**src/rtl/fp_add_stage.sv**
```systemverilog
// Four-stage IEEE-754 single-precision adder: unpack/compare, align, add, normalize/round.
// Denormals flush to zero and the result is rounded to nearest, ties to even.
module fp_add_stage #(
  parameter int LATENCY = 4
) (
  input  logic        clk,
  input  logic        GlobalReset,
  input  logic        srdyi,
  input  logic [31:0] add1_i,
  input  logic [31:0] add2_i,
  output logic [31:0] sum_o,
  output logic        srdyo,
  output logic [31:0] add_prev,
  output logic        busy
);

  // Handshake: srdyi high at a rising edge means the operands are taken on that
  // edge (there is no stall). srdyo is a one-cycle pulse marking sum_o as new.
  // Results come out in input order.

  function automatic logic [4:0] lzc27(input logic [26:0] v);
    lzc27 = 5'd27;
    for (int i = 0; i < 27; i++) begin
      if (v[i]) lzc27 = 5'(26 - i);
    end
  endfunction

  logic [LATENCY-1:0] vld;

  // S1 unpack / compare
  logic        a_s, b_s, a_nan, b_nan, a_inf, b_inf, a_big;
  logic [23:0] a_m, b_m;
  logic        spec_n;
  logic [31:0] spec_val_n;

  always_comb begin
    a_s   = add1_i[31];
    b_s   = add2_i[31];
    a_m   = (add1_i[30:23] == 8'd0) ? 24'd0 : {1'b1, add1_i[22:0]};
    b_m   = (add2_i[30:23] == 8'd0) ? 24'd0 : {1'b1, add2_i[22:0]};
    a_nan = (add1_i[30:23] == 8'hFF) && (add1_i[22:0] != 23'd0);
    b_nan = (add2_i[30:23] == 8'hFF) && (add2_i[22:0] != 23'd0);
    a_inf = (add1_i[30:23] == 8'hFF) && (add1_i[22:0] == 23'd0);
    b_inf = (add2_i[30:23] == 8'hFF) && (add2_i[22:0] == 23'd0);
    a_big = {add1_i[30:23], a_m} >= {add2_i[30:23], b_m};
    spec_n     = 1'b0;
    spec_val_n = 32'd0;
    if (a_nan || b_nan || (a_inf && b_inf && (a_s != b_s))) begin
      spec_n     = 1'b1;
      spec_val_n = 32'h7FC0_0000;
    end else if (a_inf) begin
      spec_n     = 1'b1;
      spec_val_n = {a_s, 8'hFF, 23'd0};
    end else if (b_inf) begin
      spec_n     = 1'b1;
      spec_val_n = {b_s, 8'hFF, 23'd0};
    end
  end

  logic        s1_sign, s1_sub, s1_spec;
  logic [7:0]  s1_e, s1_diff;
  logic [23:0] s1_mb, s1_ms;
  logic [31:0] s1_spec_val;

  always_ff @(posedge clk) begin
    s1_sign     <= a_big ? a_s : b_s;
    s1_sub      <= a_s != b_s;
    s1_e        <= a_big ? add1_i[30:23] : add2_i[30:23];
    s1_diff     <= a_big ? (add1_i[30:23] - add2_i[30:23]) : (add2_i[30:23] - add1_i[30:23]);
    s1_mb       <= a_big ? a_m : b_m;
    s1_ms       <= a_big ? b_m : a_m;
    s1_spec     <= spec_n;
    s1_spec_val <= spec_val_n;
  end

  // S2 align: 24 mantissa bits + guard + round in a 26-bit window, the rest ORed into sticky
  logic [49:0] sh;
  logic [26:0] ms_al;

  always_comb begin
    sh = {s1_ms, 26'd0} >> s1_diff;
    if (s1_diff >= 8'd26) ms_al = {26'd0, |s1_ms};
    else                  ms_al = {sh[49:24], |sh[23:0]};
  end

  logic        s2_sign, s2_sub, s2_spec;
  logic [7:0]  s2_e;
  logic [26:0] s2_mb, s2_ms;
  logic [31:0] s2_spec_val;

  always_ff @(posedge clk) begin
    s2_sign     <= s1_sign;
    s2_sub      <= s1_sub;
    s2_e        <= s1_e;
    s2_mb       <= {s1_mb, 3'b000};
    s2_ms       <= ms_al;
    s2_spec     <= s1_spec;
    s2_spec_val <= s1_spec_val;
  end

  // S3 add; the larger magnitude is always on the left, so the difference never goes negative
  logic        s3_sign, s3_sub, s3_spec;
  logic [7:0]  s3_e;
  logic [27:0] s3_sum;
  logic [31:0] s3_spec_val;

  always_ff @(posedge clk) begin
    s3_sign     <= s2_sign;
    s3_sub      <= s2_sub;
    s3_e        <= s2_e;
    s3_sum      <= s2_sub ? ({1'b0, s2_mb} - {1'b0, s2_ms}) : ({1'b0, s2_mb} + {1'b0, s2_ms});
    s3_spec     <= s2_spec;
    s3_spec_val <= s2_spec_val;
  end

  // S4 normalize / round / pack
  logic [4:0]        lz;
  logic [26:0]       norm;
  logic signed [9:0] exp_n, exp_r;
  logic              round_up;
  logic [24:0]       rnd;
  logic [22:0]       mant;
  logic [31:0]       res;

  always_comb begin
    lz    = lzc27(s3_sum[26:0]);
    norm  = s3_sum[26:0] << lz;
    exp_n = $signed({2'b00, s3_e}) - $signed({5'd0, lz});
    if (s3_sum[27]) begin
      norm  = {s3_sum[27:2], s3_sum[1] | s3_sum[0]};
      exp_n = $signed({2'b00, s3_e}) + 10'sd1;
    end
    round_up = norm[2] & (norm[1] | norm[0] | norm[3]);
    rnd      = {1'b0, norm[26:3]} + {24'd0, round_up};
    mant     = rnd[22:0];
    exp_r    = exp_n;
    if (rnd[24]) begin
      mant  = rnd[23:1];
      exp_r = exp_n + 10'sd1;
    end
    if (s3_spec)                res = s3_spec_val;
    else if (s3_sum == 28'd0)   res = {s3_sub ? 1'b0 : s3_sign, 31'd0};
    else if (exp_r >= 10'sd255) res = {s3_sign, 8'hFF, 23'd0};
    else if (exp_r <= 10'sd0)   res = {s3_sign, 31'd0};
    else                        res = {s3_sign, exp_r[7:0], mant};
  end

  logic [31:0] s4_res;

  always_ff @(posedge clk) begin
    s4_res <= res;
  end

  // Valid bits and the output register are the only state that sees reset
  always_ff @(posedge clk or negedge GlobalReset) begin
    if (!GlobalReset) begin
      vld      <= '0;
      srdyo    <= 1'b0;
      sum_o    <= 32'd0;
      add_prev <= 32'd0;
    end else begin
      vld   <= {vld[LATENCY-2:0], srdyi};
      srdyo <= vld[LATENCY-1];
      if (vld[LATENCY-1]) begin
        sum_o    <= s4_res;
        add_prev <= s4_res;
      end
    end
  end

  assign busy = |vld;

endmodule

```
**config.mk**
```make
export PLATFORM = sky130hd
export DESIGN_NAME = fp_add_stage
export DESIGN_NICKNAME = d
export VERILOG_FILES = /design/src/rtl/fp_add_stage.sv
export SDC_FILE = /design/constraint.sdc
export NUM_CORES = 1
export LEC_CHECK = 0
export BUFFER_PORTS_ARGS = -buffer_cell sky130_fd_sc_hd__buf_4
export CAP_MARGIN = 20
export CORE_UTILIZATION = 45
export CTS_BUF_LIST = sky130_fd_sc_hd__clkbuf_16
export DETAILED_ROUTE_END_ITERATION = 12
export PLACE_DENSITY_LB_ADDON = 0.12
export SYNTH_ARGS = -nofsm -noshare
export SYNTH_HDL_FRONTEND = slang
export SYNTH_SLANG_ARGS = --single-unit
```
**constraint.sdc**
```tcl
create_clock -name clk -period 15.8 [get_ports clk]
set_input_delay 3.16 -clock clk [delete_from_list [all_inputs] [get_ports clk]]
set_output_delay 3.16 -clock clk [all_outputs]
set_load 0.03 [all_outputs]
```
# Word-level counts from Yosys, hierarchy flattened
# Index checks and enable logic that the tools add are counted.
[totals] latch_bits=0 ram_bits=0 in_bits=67 regBits=333 memories=0 rom_bits=0 out_inout_bits=66
[op_classes] n_lt_le_gt_ge=4 bitwise_logic=4 reduce_logical=19 muxes=48 eq_ne=3 multipliers=0 shift=2 add_sub_neg=8 div_mod_pow=0
[op_table] op="5-bit two-way mux" n=26
[op_table] op="32-bit two-way mux" n=4
[op_table] op="24-bit two-way mux" n=4
[op_table] op="31-bit two-way mux" n=2
[op_table] op="50-bit by 8-bit >> shifter with 50-bit output" n=1
[op_table] op="24-bit OR reduction" n=2
[op_table] op="23-bit zero test" n=2
[op_table] op="23-bit nonzero test" n=2
[op_table] op="32-bit >= comparator" n=1
[op_table] op="27-bit by 27-bit adder with 28-bit output" n=1
[op_table] op="28-bit zero test" n=1
[op_table] op="28-bit two-way mux" n=1
[op_table] op="27-bit by 27-bit subtractor with 28-bit output" n=1
[op_table] op="27-bit two-way mux" n=1
[op_table] op="27-bit by 5-bit left shift with 27-bit output" n=1
[op_table] op="24-bit by 1-bit adder with 25-bit output" n=1
[op_table] op="23-bit two-way mux" n=1
[op_table] op="10-bit two-way mux" n=2
[op_table] op="8-bit equality test (second input constant)" n=2
[op_table] op="8-bit zero test" n=2
[op_table] op="8-bit two-way mux" n=2
[op_table] op="8-bit subtractor" n=2
[op_table] op="10-bit by 2-bit adder with 10-bit output (second input constant)" n=1
[op_table] op="10-bit by 9-bit >= comparator with 1-bit output (second input constant)" n=1
[op_table] op="other kinds (12)" n=24

# Longest topological paths before layout
# Gate-level depths: netlist (run 1).
[logic_depth] word_depth=39 ltp_mapped=26 ltp_nobuf=22

# Least setup slack after synthesis (run 1)
# No wires, ideal clock.
[synth_timing] path_type="in2reg" startpoint="input add1_i[28]" endpoint="register s1_mb[10]" path_slack_ns=9.014 cell_stages=20 required_ns=15.726 arrival_time_ns=6.711 path_cell_list="nor4_1 nand2_1 clkbuf_1 nand2_1 ha_1 nand2b_1 a21o_1 a21o_1 a21o_1 a21oi_1 nor2b_1 o21ai_0 a21oi_1 a21oi_1 o21ai_0 a211oi_1 clkbuf_1 buf_1 nand3_1 o21ai_0"
[synth_via] elab_chain_cells=4
[synth_rtl] item="start, declared" line_no="9" source="input logic [31:0] add1_i,"
[synth_rtl] item="8-bit zero test" line_no="39" source="a_m = (add1_i[30:23] == 8'd0) ? 24'd0 : {1'b1, add1_i[22:0]};"
[synth_rtl] item="24-bit two-way mux" line_no="39"
[synth_rtl] item="32-bit >= comparator" line_no="45" source="a_big = {add1_i[30:23], a_m} >= {add2_i[30:23], b_m};"
[synth_rtl] item="24-bit two-way mux (*)" line_no="70" source="s1_mb <= a_big ? a_m : b_m;"
[synth_rtl] item="end signal, assigned" line_no="70"
[synth_rtl] item="end, declared" line_no="62" source="logic [23:0] s1_mb, s1_ms;"
# Mark *: on every way between the ends. The rest lies on a longest branch, timed or not.
# A chain may end at the register's enable or synchronous reset.

# Worst setup path after layout (run 1)
[layout_timing] startpoint="input add2_i[26]" endpoint="register s1_mb[19]"
[layout_via] elab_chain_cells=4
[layout_rtl] item="start, declared" line_no="10" source="input logic [31:0] add2_i,"
[layout_rtl] item="8-bit zero test" line_no="40" source="b_m = (add2_i[30:23] == 8'd0) ? 24'd0 : {1'b1, add2_i[22:0]};"
[layout_rtl] item="24-bit two-way mux" line_no="40"
[layout_rtl] item="32-bit >= comparator" line_no="45"
[layout_rtl] item="24-bit two-way mux (*)" line_no="70"
# Marks and branches as above.

==> report_table.html, run 1 <==
<table>
<tr><th>Metric</th><th>Value</th></tr>
<tr><th colspan="2">Run status</th></tr>
<tr><td>Outcome</td><td>finished clean</td></tr>
<tr><th colspan="2">Worst setup path</th></tr>
<tr><td>WP data arrival</td><td>~8 ns</td></tr>
<tr><td>Critical path endpoint category</td><td>flip-flop</td></tr>
<tr><td>Reg2Reg Capture Point</td><td>s4_res[11]</td></tr>
<tr><td>Launch instance of the worst register-to-register path</td><td>s3_sum[3]</td></tr>
<tr><td>Worst Path Required</td><td>between 15 and 20 ns</td></tr>
<tr><td>Worst r2r path cells</td><td>20</td></tr>
<tr><td>Reg-to-reg setup timing slack</td><td>8.76 ns</td></tr>
<tr><td>Crit Path Class</td><td>in2reg</td></tr>
<tr><td>Kind of start point of the critical path</td><td>input pin</td></tr>
<tr><td>Crit path max fanout</td><td>96</td></tr>
<tr><th colspan="2">CTS</th></tr>
<tr><td>Buffers inserted by post-CTS timing repair</td><td>0</td></tr>
<tr><td>Number of instances resized during post-cts repair</td><td>0</td></tr>
<tr><td>CTS clock-pin slew for the worst setup and hold paths</td><td>about 0.060 ns</td></tr>
<tr><td>Count of hold-fix buffers inserted at cts</td><td>0</td></tr>
<tr><td>Clock sink count</td><td>243</td></tr>
<tr><td>CTS H-Tree Depth</td><td>1</td></tr>
<tr><td>Number of buffers added by the clock tree synthesis step</td><td>27</td></tr>
<tr><td>Maximum buffer depth of the clock tree</td><td>3</td></tr>
<tr><td>Clk Tree Root Cell</td><td>clkbuf_16</td></tr>
<tr><td>Clock latency on the worst-skew pair</td><td>~0.54 ns</td></tr>
<tr><td>CTS tree</td><td>yes</td></tr>
<tr><th colspan="2">Routing</th></tr>
<tr><td>Drt via density</td><td>5.93</td></tr>
<tr><td>Initial detailed-routing violation count</td><td>1285</td></tr>
<tr><td>Drt total wl</td><td>around 48000 um</td></tr>
<tr><td>Number of vias after detailed routing</td><td>~15k</td></tr>
<tr><td>Number of nets still failing antenna checks after routing</td><td>0</td></tr>
<tr><td>First-pass detailed-route iteration total</td><td>7</td></tr>
<tr><td>Residual DRC</td><td>0</td></tr>
<tr><td>Routed len/inst</td><td>~19 um</td></tr>
<tr><th colspan="2">Floorplanning</th></tr>
<tr><td>Horiz. Die Dim</td><td>between 150 and 200 um</td></tr>
<tr><td>Number of rows created at floorplan</td><td>between 60 and 70</td></tr>
<tr><td>Effective utilization at floorplan</td><td>46.3%</td></tr>
<tr><td>Die ar.</td><td>around 37000 sq um</td></tr>
<tr><td>Die Y</td><td>191 um</td></tr>
<tr><td>Placeable Area</td><td>34900 sq um</td></tr>
<tr><td>Boundary Pins</td><td>roughly 130</td></tr>
<tr><th colspan="2">Flow run</th></tr>
<tr><td>Maximum Capacitance Violations</td><td>0</td></tr>
<tr><th colspan="2">Pwr</th></tr>
<tr><td>Part of the power in registers</td><td>between 30 and 40%</td></tr>
<tr><td>IR Drop Worst-Case VDD</td><td>0.141 mV</td></tr>
<tr><td>Total leakage power</td><td>around 7.6 nW</td></tr>
<tr><td>Switching power share of the total</td><td>44.2%</td></tr>
<tr><td>Clock share of power</td><td>between 20% and 30%</td></tr>
<tr><td>Internal power of the cells</td><td>about 1.6 mW</td></tr>
<tr><td>Power spent charging and discharging nets</td><td>1.29 mW</td></tr>
<tr><td>PD cells</td><td>around 160 nW/um^2</td></tr>
<tr><td>Part of the total power dissipated in combinational logic</td><td>47.1%</td></tr>
<tr><th colspan="2">Place</th></tr>
<tr><td>Final weighted congestion in routability-driven placement</td><td>1.01</td></tr>
<tr><td>Count of placed standard cells including taps</td><td>between 2k and 2.5k</td></tr>
<tr><td>Post-Place Setup Slack</td><td>between 7 and 8 ns</td></tr>
<tr><td>IO Port Bufs</td><td>between 100 and 150</td></tr>
<tr><td>DP Wirelength</td><td>approximately 36000 um</td></tr>
<tr><td>Cell Area, Placed</td><td>~17000 sq um</td></tr>
<tr><th colspan="2">Hold path</th></tr>
<tr><td>Hold Path Class</td><td>reg2reg</td></tr>
<tr><td>Number of cells traversed by the worst hold path</td><td>0</td></tr>
<tr><td>Critical hold path startpoint</td><td>s2_spec_val[31]</td></tr>
<tr><td>Hold Path End</td><td>s3_spec_val[31]</td></tr>
<tr><th colspan="2">GRT</th></tr>
<tr><td>First-pass GRT wire length</td><td>about 76000 um</td></tr>
<tr><td>Total overflow reported by the global router</td><td>0</td></tr>
<tr><td>Via count of the first global-routing pass</td><td>about 14k</td></tr>
<tr><td>GRT Resource Usage Total</td><td>between 20% and 30%</td></tr>
<tr><td>Antenna violations before repair</td><td>0</td></tr>
<tr><td>Maximum number of pins on one net before global-route repair</td><td>between 90 and 100</td></tr>
<tr><th colspan="2">Cells and area</th></tr>
<tr><td>Diode insertion count for antenna repair</td><td>0</td></tr>
<tr><td>Most frequent cells in the layout</td><td>nand2_1, dfxtp_1, buf_4, nor2_1, o21ai_0</td></tr>
<tr><td># nets final</td><td>around 2.2k</td></tr>
<tr><td>Post-route non-filler standard cell count</td><td>approximately 2.5k</td></tr>
<tr><td>Fraction of layout instances using a drive strength above 1</td><td>between 10% and 20%</td></tr>
<tr><td>Final design area excluding fillers</td><td>about 18000 sq um</td></tr>
<tr><td>Layout overhead on the synthesized area</td><td>10.9%</td></tr>
<tr><td>Number of filler cells placed in the layout</td><td>3406</td></tr>
<tr><td>Most common cell after layout, fill and taps aside</td><td>nand2_1</td></tr>
<tr><th colspan="2">Yosys</th></tr>
<tr><td>Post-synthesis sequential element count</td><td>around 240</td></tr>
<tr><td>Share of synthesized registers carrying an async set or reset</td><td>around 15%</td></tr>
<tr><td>Synth Area in Adders</td><td>slightly below 8%</td></tr>
<tr><td>Number of nets in the synthesized netlist</td><td>roughly 2.2k</td></tr>
<tr><td>Share of cell area taken by muxes after synthesis</td><td>6.99%</td></tr>
<tr><td>EDFF count, synth</td><td>0</td></tr>
<tr><td>Share of synthesized area occupied by flip-flops and latches</td><td>31.3%</td></tr>
<tr><td>Number of warnings reported in the yosys synthesis log</td><td>0</td></tr>
<tr><td>Post-synth top flop</td><td>dfxtp_1</td></tr>
<tr><td>Compound-Gate Fraction of Synth Area</td><td>a little over a fifth</td></tr>
<tr><td>Avg Cell Area, Syn</td><td>roughly 8 sq um</td></tr>
<tr><td>Cell count after synthesis</td><td>2020</td></tr>
<tr><td>Distinct cell type count after synthesis</td><td>94</td></tr>
<tr><td>Post-Synthesis Cell Area</td><td>around 16000 sq um</td></tr>
<tr><td>Synthesized-area fraction occupied by xor and xnor cells</td><td>3.47%</td></tr>
<tr><td>Combinational family with the most area after synthesis</td><td>compound AO/OA/AOI/OAI gates</td></tr>
<tr><td>Simple-gate share of the synthesized area</td><td>21.0%</td></tr>
<tr><th colspan="2">STA</th></tr>
<tr><td>Share of the clock period used by the worst path after layout</td><td>between 40% and 50%</td></tr>
<tr><td>Smallest setup slack after layout</td><td>roughly 8.3 ns</td></tr>
<tr><td>Setup clock skew after layout</td><td>approximately 0.027 ns</td></tr>
<tr><td>Max Slew Vio Count</td><td>0</td></tr>
<tr><td>Setup repair after global routing missed its margin</td><td>false</td></tr>
<tr><td>Maximum clock frequency</td><td>around 0.13 GHz</td></tr>
<tr><td>Hold Vio Cnt, Final</td><td>0</td></tr>
<tr><td>Endpoints failing setup</td><td>0</td></tr>
<tr><td>Hold Slack</td><td>between 0.3 and 0.4 ns</td></tr>
<tr><td>Slew HR</td><td>approximately 30%</td></tr>
<tr><td>Shortest period the worst path allows</td><td>7.53 ns</td></tr>
<tr><td>Final-layout setup total negative slack</td><td>0 ns</td></tr>
<tr><td>Worst Max-Slew Pin Slew</td><td>about 1.1 ns</td></tr>
</table>
flip-flops by register name (all words and copies together), names as in the netlist, 8 cells and up:
register  flops
s2_mb        24
s1_mb        24
s3_e          8
s1_diff       8
s2_e          8
s4_res       32
s2_ms        27
s1_ms        24
s1_e          8
s3_sum       28
add_prev     32
worst max-delay path: stages:
cell,delay (ns)
buf_4,0.13
nor4_1,0.33
nand2_1,0.10
buf_4,0.29
nand2_1,0.15
inv_1,0.06
ha_1,0.26
nand2b_1,0.14
a21o_1,0.17
a21o_1,0.17
a21o_1,0.17
a21oi_1,0.14
nor2b_1,0.06
o21ai_0,0.16
a21oi_1,0.09
a21oi_1,0.15
o21ai_0,0.23
a211oi_4,0.95
buf_4,0.75
nand3_1,0.16
o21ai_0,0.11
routing by layer:
layer	vias to the layer above	global-route usage (%)	wire (um)
met1	6926	35.6	21700
met2	570	41.4	21400
li1	7229	-	-
met3	125	3.19	2960
met5	-	0	0
met4	0	9.07	1610
cells in the mapped netlist, types with 12 or more instances:
cell,number,area share [%]
and2_1,15,0.58
o21ai_0,140,4.3
buf_2,21,0.65
ha_1,96,7.4
buf_1,14,0.33
mux2_2,50,3.5
and3_1,17,0.66
a31oi_1,22,0.85
nand4_1,18,0.70
o22ai_1,19,0.74
o31ai_1,17,0.79
dfxtp_1,206,26
buf_4,35,1.6
xnor2_1,44,2.4
nand2_1,224,5.2
a21o_1,20,0.93
nor2b_1,17,0.66
nand2b_1,19,0.74
or4_1,12,0.56
nor2_1,146,3.4
o211ai_1,29,1.3
nand3_1,73,2.3
a21oi_1,105,3.3
inv_1,123,2.9
clkbuf_1,95,2.2
dfrtp_1,37,5.7
nor4_1,50,1.9
xor2_1,20,1.1
nor3_1,54,1.7
mux2i_1,55,3.4
a211oi_1,36,1.7
how the worst max path moves through the flow:
| stage | slack (ns) | cells past startpoint | end | startpoint |
|---|---|---|---|---|
| final | 8.27 | 21 | s1_mb[19] | add2_i[26] |
| after global routing | 7.80 | 21 | s1_mb[10] | add2_i[26] |
| after CTS | 8.32 | 21 | s1_mb[19] | add2_i[26] |
| after detailed placement | 7.76 | 20 | s1_ms[19] | add2_i[26] |
| after global placement | 7.86 | 20 | s1_ms[1] | add2_i[26] |
| after floorplan | 9.01 | 20 | s1_mb[10] | add1_i[28] |
kinds of logic after synthesis:
family / Yosys count
mux: 106
compound gates: 517
flops: 243
simple gates: 695
xor+xnor: 64
buf+inv: 295
fa+ha+maj: 100
per-stage QoR:
stage	util, %	power, mW
6_report	51.3	2.91
5_1_grt	51.3	3.09
4_1_cts	51.2	2.90
3_5_place_dp	48.9	2.30
3_3_place_gp	48.8	2.30
2_1_floorplan	-	1.92
layout make-up:
type / instances / area (sq um) / share of cell area (%)
Clock buffer: 28 / 701 / 3.92
Multi-Input combinational cell: 1482 / 9810 / 54.8
Tap cell: 455 / 569 / 3.18
Clock inverter: 20 / 134 / 0.748
Inverter: 126 / 473 / 2.64
Sequential cell: 243 / 5050 / 28.2
Timing Repair Buffer: 152 / 1150 / 6.44
power groups by stage:
| stage | combinational (mW) | clock (mW) | sequential [mW] |
|---|---|---|---|
| after floorplan | 1.00 | 0 | 0.919 |
| after global placement | 1.34 | 0 | 0.959 |
| after detailed placement | 1.35 | 0 | 0.959 |
| after CTS | 1.35 | 0.598 | 0.947 |
| after global routing | 1.49 | 0.625 | 0.973 |
| final | 1.37 | 0.584 | 0.955 |
Power figures use the tool's default switching activity.
==> run 2, diff against run 1 <==
Settings changed: ABC_AREA from default to 1.
Clock period 15.8 ns to 6.1 ns, I/O delays scaled along.
==> run 2 against run 1 <==
Compared with the run above: core utilization is 0.29 points higher; critical path depth up 26; hold slack better by 0.00080 ns; highest routed layer unchanged; via count shrank 6.9%; sequential power is 140% higher; setup slack worse by 7.4 ns; global-route usage down 2.5 points; clock power increased to 2.8 times the previous value.
==> report_table.html, run 2 <==
<table>
<tr><th>Metric</th><th>Value</th></tr>
<tr><th colspan="2">Cells and area</th></tr>
<tr><td>Most frequent cells in the layout</td><td>nand2_1, inv_1, dfxtp_1, nand3_1, o21ai_0</td></tr>
<tr><td>Diode insertion count for antenna repair</td><td>0</td></tr>
<tr><td>Post-Route Utilization</td><td>approximately 52%</td></tr>
<tr><td>Most common cell after layout, fill and taps aside</td><td>nand2_1</td></tr>
<tr><td>Top Registers</td><td>add_prev x32, s4_res x32, s3_sum x28</td></tr>
<tr><td># nets final</td><td>2353</td></tr>
<tr><td>Number of filler cells placed in the layout</td><td>3328</td></tr>
<tr><td>Fraction of layout instances using a drive strength above 1</td><td>about 14%</td></tr>
<tr><td>Layout overhead on the synthesized area</td><td>13.1%</td></tr>
<tr><th colspan="2">CTS</th></tr>
<tr><td>Clock latency on the worst-skew pair</td><td>about 0.54 ns</td></tr>
<tr><td>CTS tree</td><td>yes</td></tr>
<tr><td>CTS clock-pin slew for the worst setup and hold paths</td><td>approximately 0.060 ns</td></tr>
<tr><td>Buffers inserted by post-CTS timing repair</td><td>0</td></tr>
<tr><td>Clock sink count</td><td>243</td></tr>
<tr><td>Count of hold-fix buffers inserted at cts</td><td>0</td></tr>
<tr><td>Clk Tree Root Cell</td><td>clkbuf_16</td></tr>
<tr><td>Number of buffers added by the clock tree synthesis step</td><td>28</td></tr>
<tr><td>CTS H-Tree Depth</td><td>1</td></tr>
<tr><td>Maximum buffer depth of the clock tree</td><td>3</td></tr>
<tr><th colspan="2">Worst setup path</th></tr>
<tr><td>Slowest stage delay, CP</td><td>0.38 ns</td></tr>
<tr><td>WP data arrival</td><td>5.64 ns</td></tr>
<tr><td>Crit Path Class</td><td>reg2reg</td></tr>
<tr><td>Kind of start point of the critical path</td><td>flip-flop</td></tr>
<tr><td>Launch instance of the worst register-to-register path</td><td>s3_sum[1]</td></tr>
<tr><td>Crit path max fanout</td><td>27</td></tr>
<tr><td>Worst r2r path cells</td><td>47</td></tr>
<tr><td>Critical path endpoint category</td><td>flip-flop</td></tr>
<tr><td>Reg2Reg Capture Point</td><td>s4_res[0]</td></tr>
<tr><td>Worst Path Required</td><td>roughly 6.6 ns</td></tr>
<tr><td>Reg-to-reg setup timing slack</td><td>between 0.9 and 1 ns</td></tr>
<tr><td>Most common cell type on the critical path</td><td>nand2_1</td></tr>
<tr><td>Slowest-stage cell, CP</td><td>dfxtp_1</td></tr>
<tr><th colspan="2">Routing</th></tr>
<tr><td>Drt via density</td><td>5.21</td></tr>
<tr><td>Routed len/inst</td><td>approximately 15 um</td></tr>
<tr><td>Number of nets still failing antenna checks after routing</td><td>0</td></tr>
<tr><td>Drt total wl</td><td>between 40000 and 50000 um</td></tr>
<tr><td>Initial detailed-routing violation count</td><td>between 800 and 900</td></tr>
<tr><td>First-pass detailed-route iteration total</td><td>5</td></tr>
<tr><td>Number of vias after detailed routing</td><td>between 10k and 15k</td></tr>
<tr><td>Residual DRC</td><td>0</td></tr>
<tr><th colspan="2">STA</th></tr>
<tr><td>Max Slew Vio Count</td><td>0</td></tr>
<tr><td>Hold Slack</td><td>between 0.3 and 0.4 ns</td></tr>
<tr><td>Worst Max-Slew Pin Slew</td><td>roughly 0.9 ns</td></tr>
<tr><td>Setup clock skew after layout</td><td>about 0.014 ns</td></tr>
<tr><td>Final-layout setup total negative slack</td><td>0 ns</td></tr>
<tr><td>Endpoints failing setup</td><td>0</td></tr>
<tr><td>Share of the clock period used by the worst path after layout</td><td>between 80% and 90%</td></tr>
<tr><td>Maximum clock frequency</td><td>just under 0.2 GHz</td></tr>
<tr><td>Shortest period the worst path allows</td><td>between 5 and 6 ns</td></tr>
<tr><td>Slew HR</td><td>roughly two fifths</td></tr>
<tr><td>Hold Vio Cnt, Final</td><td>0</td></tr>
<tr><td>Setup repair after global routing missed its margin</td><td>false</td></tr>
<tr><th colspan="2">Yosys</th></tr>
<tr><td>Synth Area in Adders</td><td>approximately 8.4%</td></tr>
<tr><td>Area leader, netlist</td><td>dfxtp_1</td></tr>
<tr><td>Post-synthesis sequential element count</td><td>243</td></tr>
<tr><td>Compound-Gate Fraction of Synth Area</td><td>a little under an eighth</td></tr>
<tr><td>Simple-gate share of the synthesized area</td><td>29.3%</td></tr>
<tr><td>Number of nets in the synthesized netlist</td><td>2287</td></tr>
<tr><td>Post-Synthesis Cell Area</td><td>roughly 15000 sq um</td></tr>
<tr><td>Top post-synthesis cells by area</td><td>dfxtp_1, nand2_1, ha_1, nand3_1, dfrtp_1</td></tr>
<tr><td>Combinational family with the most area after synthesis</td><td>simple AND/OR/NAND/NOR gates</td></tr>
<tr><td>Share of synthesized area occupied by flip-flops and latches</td><td>33.1%</td></tr>
<tr><td>Distinct cell type count after synthesis</td><td>61</td></tr>
<tr><td>Synthesized-area fraction occupied by xor and xnor cells</td><td>3.39%</td></tr>
<tr><td>Leading cell types by count after synthesis</td><td>nand2_1, inv_1, dfxtp_1, nand3_1, o21ai_0</td></tr>
<tr><td>Dominant cell by count in the synthesized netlist</td><td>nand2_1</td></tr>
<tr><td>Share of synthesized registers carrying an async set or reset</td><td>between 10% and 20%</td></tr>
<tr><td>Share of the synthesized area in the top cell type</td><td>between 20 and 30%</td></tr>
<tr><td>Post-synth top flop</td><td>dfxtp_1</td></tr>
<tr><td>EDFF count, synth</td><td>0</td></tr>
<tr><td>Cell count after synthesis</td><td>about 2.1k</td></tr>
<tr><td>Share of cell area taken by muxes after synthesis</td><td>around 3.8%</td></tr>
<tr><td>Avg Cell Area, Syn</td><td>a little over 7 sq um</td></tr>
<tr><td>Number of warnings reported in the yosys synthesis log</td><td>0</td></tr>
<tr><th colspan="2">GRT</th></tr>
<tr><td>Global-route met1 utilization</td><td>about a third</td></tr>
<tr><td>Maximum number of pins on one net before global-route repair</td><td>between 50 and 60</td></tr>
<tr><td>GR Util met2</td><td>~37%</td></tr>
<tr><td>First-pass GRT wire length</td><td>between 60000 and 70000 um</td></tr>
<tr><td>Met3 capacity usage during global routing</td><td>under 10%</td></tr>
<tr><td>GRT Resource Usage Total</td><td>23.4%</td></tr>
<tr><td>Via count of the first global-routing pass</td><td>between 10k and 15k</td></tr>
<tr><td>Most congested layer reported by global routing</td><td>met2</td></tr>
<tr><td>Total overflow reported by the global router</td><td>0</td></tr>
<tr><td>Antenna violations before repair</td><td>2</td></tr>
<tr><th colspan="2">Pwr</th></tr>
<tr><td>Power Total</td><td>between 7 and 8 mW</td></tr>
<tr><td>Part of the total power dissipated in combinational logic</td><td>48.7%</td></tr>
<tr><td>Power spent charging and discharging nets</td><td>3.39 mW</td></tr>
<tr><td>Switching power share of the total</td><td>between 40 and 50%</td></tr>
<tr><td>Internal power of the cells</td><td>~4.3 mW</td></tr>
<tr><td>IR Drop Worst-Case VDD</td><td>between 0.2 and 0.3 mV</td></tr>
<tr><td>Clock share of power</td><td>between 20% and 30%</td></tr>
<tr><td>Part of the power in registers</td><td>roughly 30%</td></tr>
<tr><td>Total leakage power</td><td>roughly 8.5 nW</td></tr>
<tr><td>PD cells</td><td>around 450 nW/um^2</td></tr>
<tr><th colspan="2">Floorplanning</th></tr>
<tr><td>Placeable Area</td><td>around 33000 sq um</td></tr>
<tr><td>Effective utilization at floorplan</td><td>between 40% and 50%</td></tr>
<tr><td>Horiz. Die Dim</td><td>between 150 and 200 um</td></tr>
<tr><td>Boundary Pins</td><td>between 100 and 150</td></tr>
<tr><td>Number of rows created at floorplan</td><td>67</td></tr>
<tr><td>Die ar.</td><td>about 35000 sq um</td></tr>
<tr><td>Die Y</td><td>approximately 190 um</td></tr>
<tr><th colspan="2">Hold path</th></tr>
<tr><td>Number of cells traversed by the worst hold path</td><td>0</td></tr>
<tr><td>Hold Path End</td><td>s3_e[2]</td></tr>
<tr><td>Hold Path Class</td><td>reg2reg</td></tr>
<tr><td>Critical hold path startpoint</td><td>s2_e[2]</td></tr>
<tr><th colspan="2">Place</th></tr>
<tr><td>DP Wirelength</td><td>32600 um</td></tr>
<tr><td>Final weighted congestion in routability-driven placement</td><td>around 0.9</td></tr>
<tr><td>IO Port Bufs</td><td>approximately 130</td></tr>
<tr><th colspan="2">Flow run</th></tr>
<tr><td>Maximum Capacitance Violations</td><td>0</td></tr>
<tr><th colspan="2">Run status</th></tr>
<tr><td>Outcome</td><td>finished clean</td></tr>
</table>
==> run 2: changes by cell type after synthesis, moves of 29 or more <==
| cell | previous run | this run |
|---|---|---|
| clkbuf_1 | 95 | 56 |
| a21oi_1 | 105 | 76 |
| a211oi_1 | 36 | 7 |
| nor3_1 | 54 | 14 |
| xnor2_1 | 44 | 8 |
| mux2i_1 | 55 | 21 |
| nor4_1 | 50 | 17 |
| nand3_1 | 73 | 204 |
| inv_1 | 123 | 224 |
| nand2_1 | 224 | 498 |
| xor2_1 | 20 | 51 |
==> run 2: power groups by stage <==
stage               Sequential [mW]  Combinational (mW)  Clock, mW
floorplan                      2.41                2.78          0
global placement               2.36                3.72          0
detailed placement             2.37                3.73          0
CTS                            2.33                3.74       1.67
global route                   2.38                4.21       1.73
finish                         2.33                3.75       1.62
==> run 2: worst max-delay path by stage <==
stage,start,endpoint,slack [ns]
3_3_place_gp,add2_i[25],s1_diff[5],0.72
2_1_floorplan,add1_i[25],s1_mb[23],1.19
4_1_cts,s3_sum[1],s4_res[0],0.62
6_report,s3_sum[1],s4_res[0],0.90
5_1_grt,s3_sum[1],s4_res[0],0.1
3_5_place_dp,s3_sum[1],s4_res[0],0.64
==> run 2: cell type report <==
| class | instances | area [sq um] | area share [%] |
|---|---|---|---|
| Tap cell | 448 | 561 | 3.25 |
| Clock inverter | 21 | 188 | 1.09 |
| Sequential cell | 243 | 5050 | 29.3 |
| Multi-Input combinational cell | 1520 | 8680 | 50.3 |
| Timing Repair Buffer | 152 | 1140 | 6.61 |
| Clock buffer | 29 | 726 | 4.21 |
| Inverter | 241 | 905 | 5.24 |
==> run 2: cell families (layout without fill, tap and decap cells) <==
logic type | count (synthesis) | after routing
flip-flops | 243 | 243
AND/OR/NAND/NOR | 983 | 983
adder cells (fa/ha/maj) | 100 | 100
AO/OA/AOI/OAI | 324 | 324
buffers and inverters | 357 | 443
multiplexers | 54 | 54
XOR/XNOR | 59 | 59
==> run 2: timing repair <==
item	CTS	global route
gates resized for setup	0	1
endpoints found under the setup margin	0	22
endpoints found under the hold margin	0	0
==> run 2: routing by layer <==
| layer | vias to the layer above | part of all wire [%] |
|---|---|---|
| li1 | 7112 | - |
| met1 | 6300 | 50 |
| met2 | 356 | 44 |
| met3 | 59 | 4.7 |
| met4 | 0 | 2.1 |
| met5 | - | 0 |
==> run 2: stage by stage <==
step	setup slack [ns]	instances	cell area (sq um)
after floorplan	1.19	2120	15300
after global placement	0.720	2604	16300
after detailed placement	0.635	2604	16300
after CTS	0.618	2654	17200
after global routing	0.0962	2654	17300
final	0.904	2654	17300
==> run 2: worst max-delay path: cells and delay by family (launching register included) <==
| kind | cells | cell delay [ns] |
|---|---|---|
| AOI/OAI and AO/OA | 3 | 0.48 |
| xor gates and xnor gates | 2 | 0.44 |
| buffers and inverters | 4 | 0.32 |
| DFF | 1 | 0.38 |
| adders and majority gates | 1 | 0.23 |
| and+or+nand+nor | 37 | 3.27 |
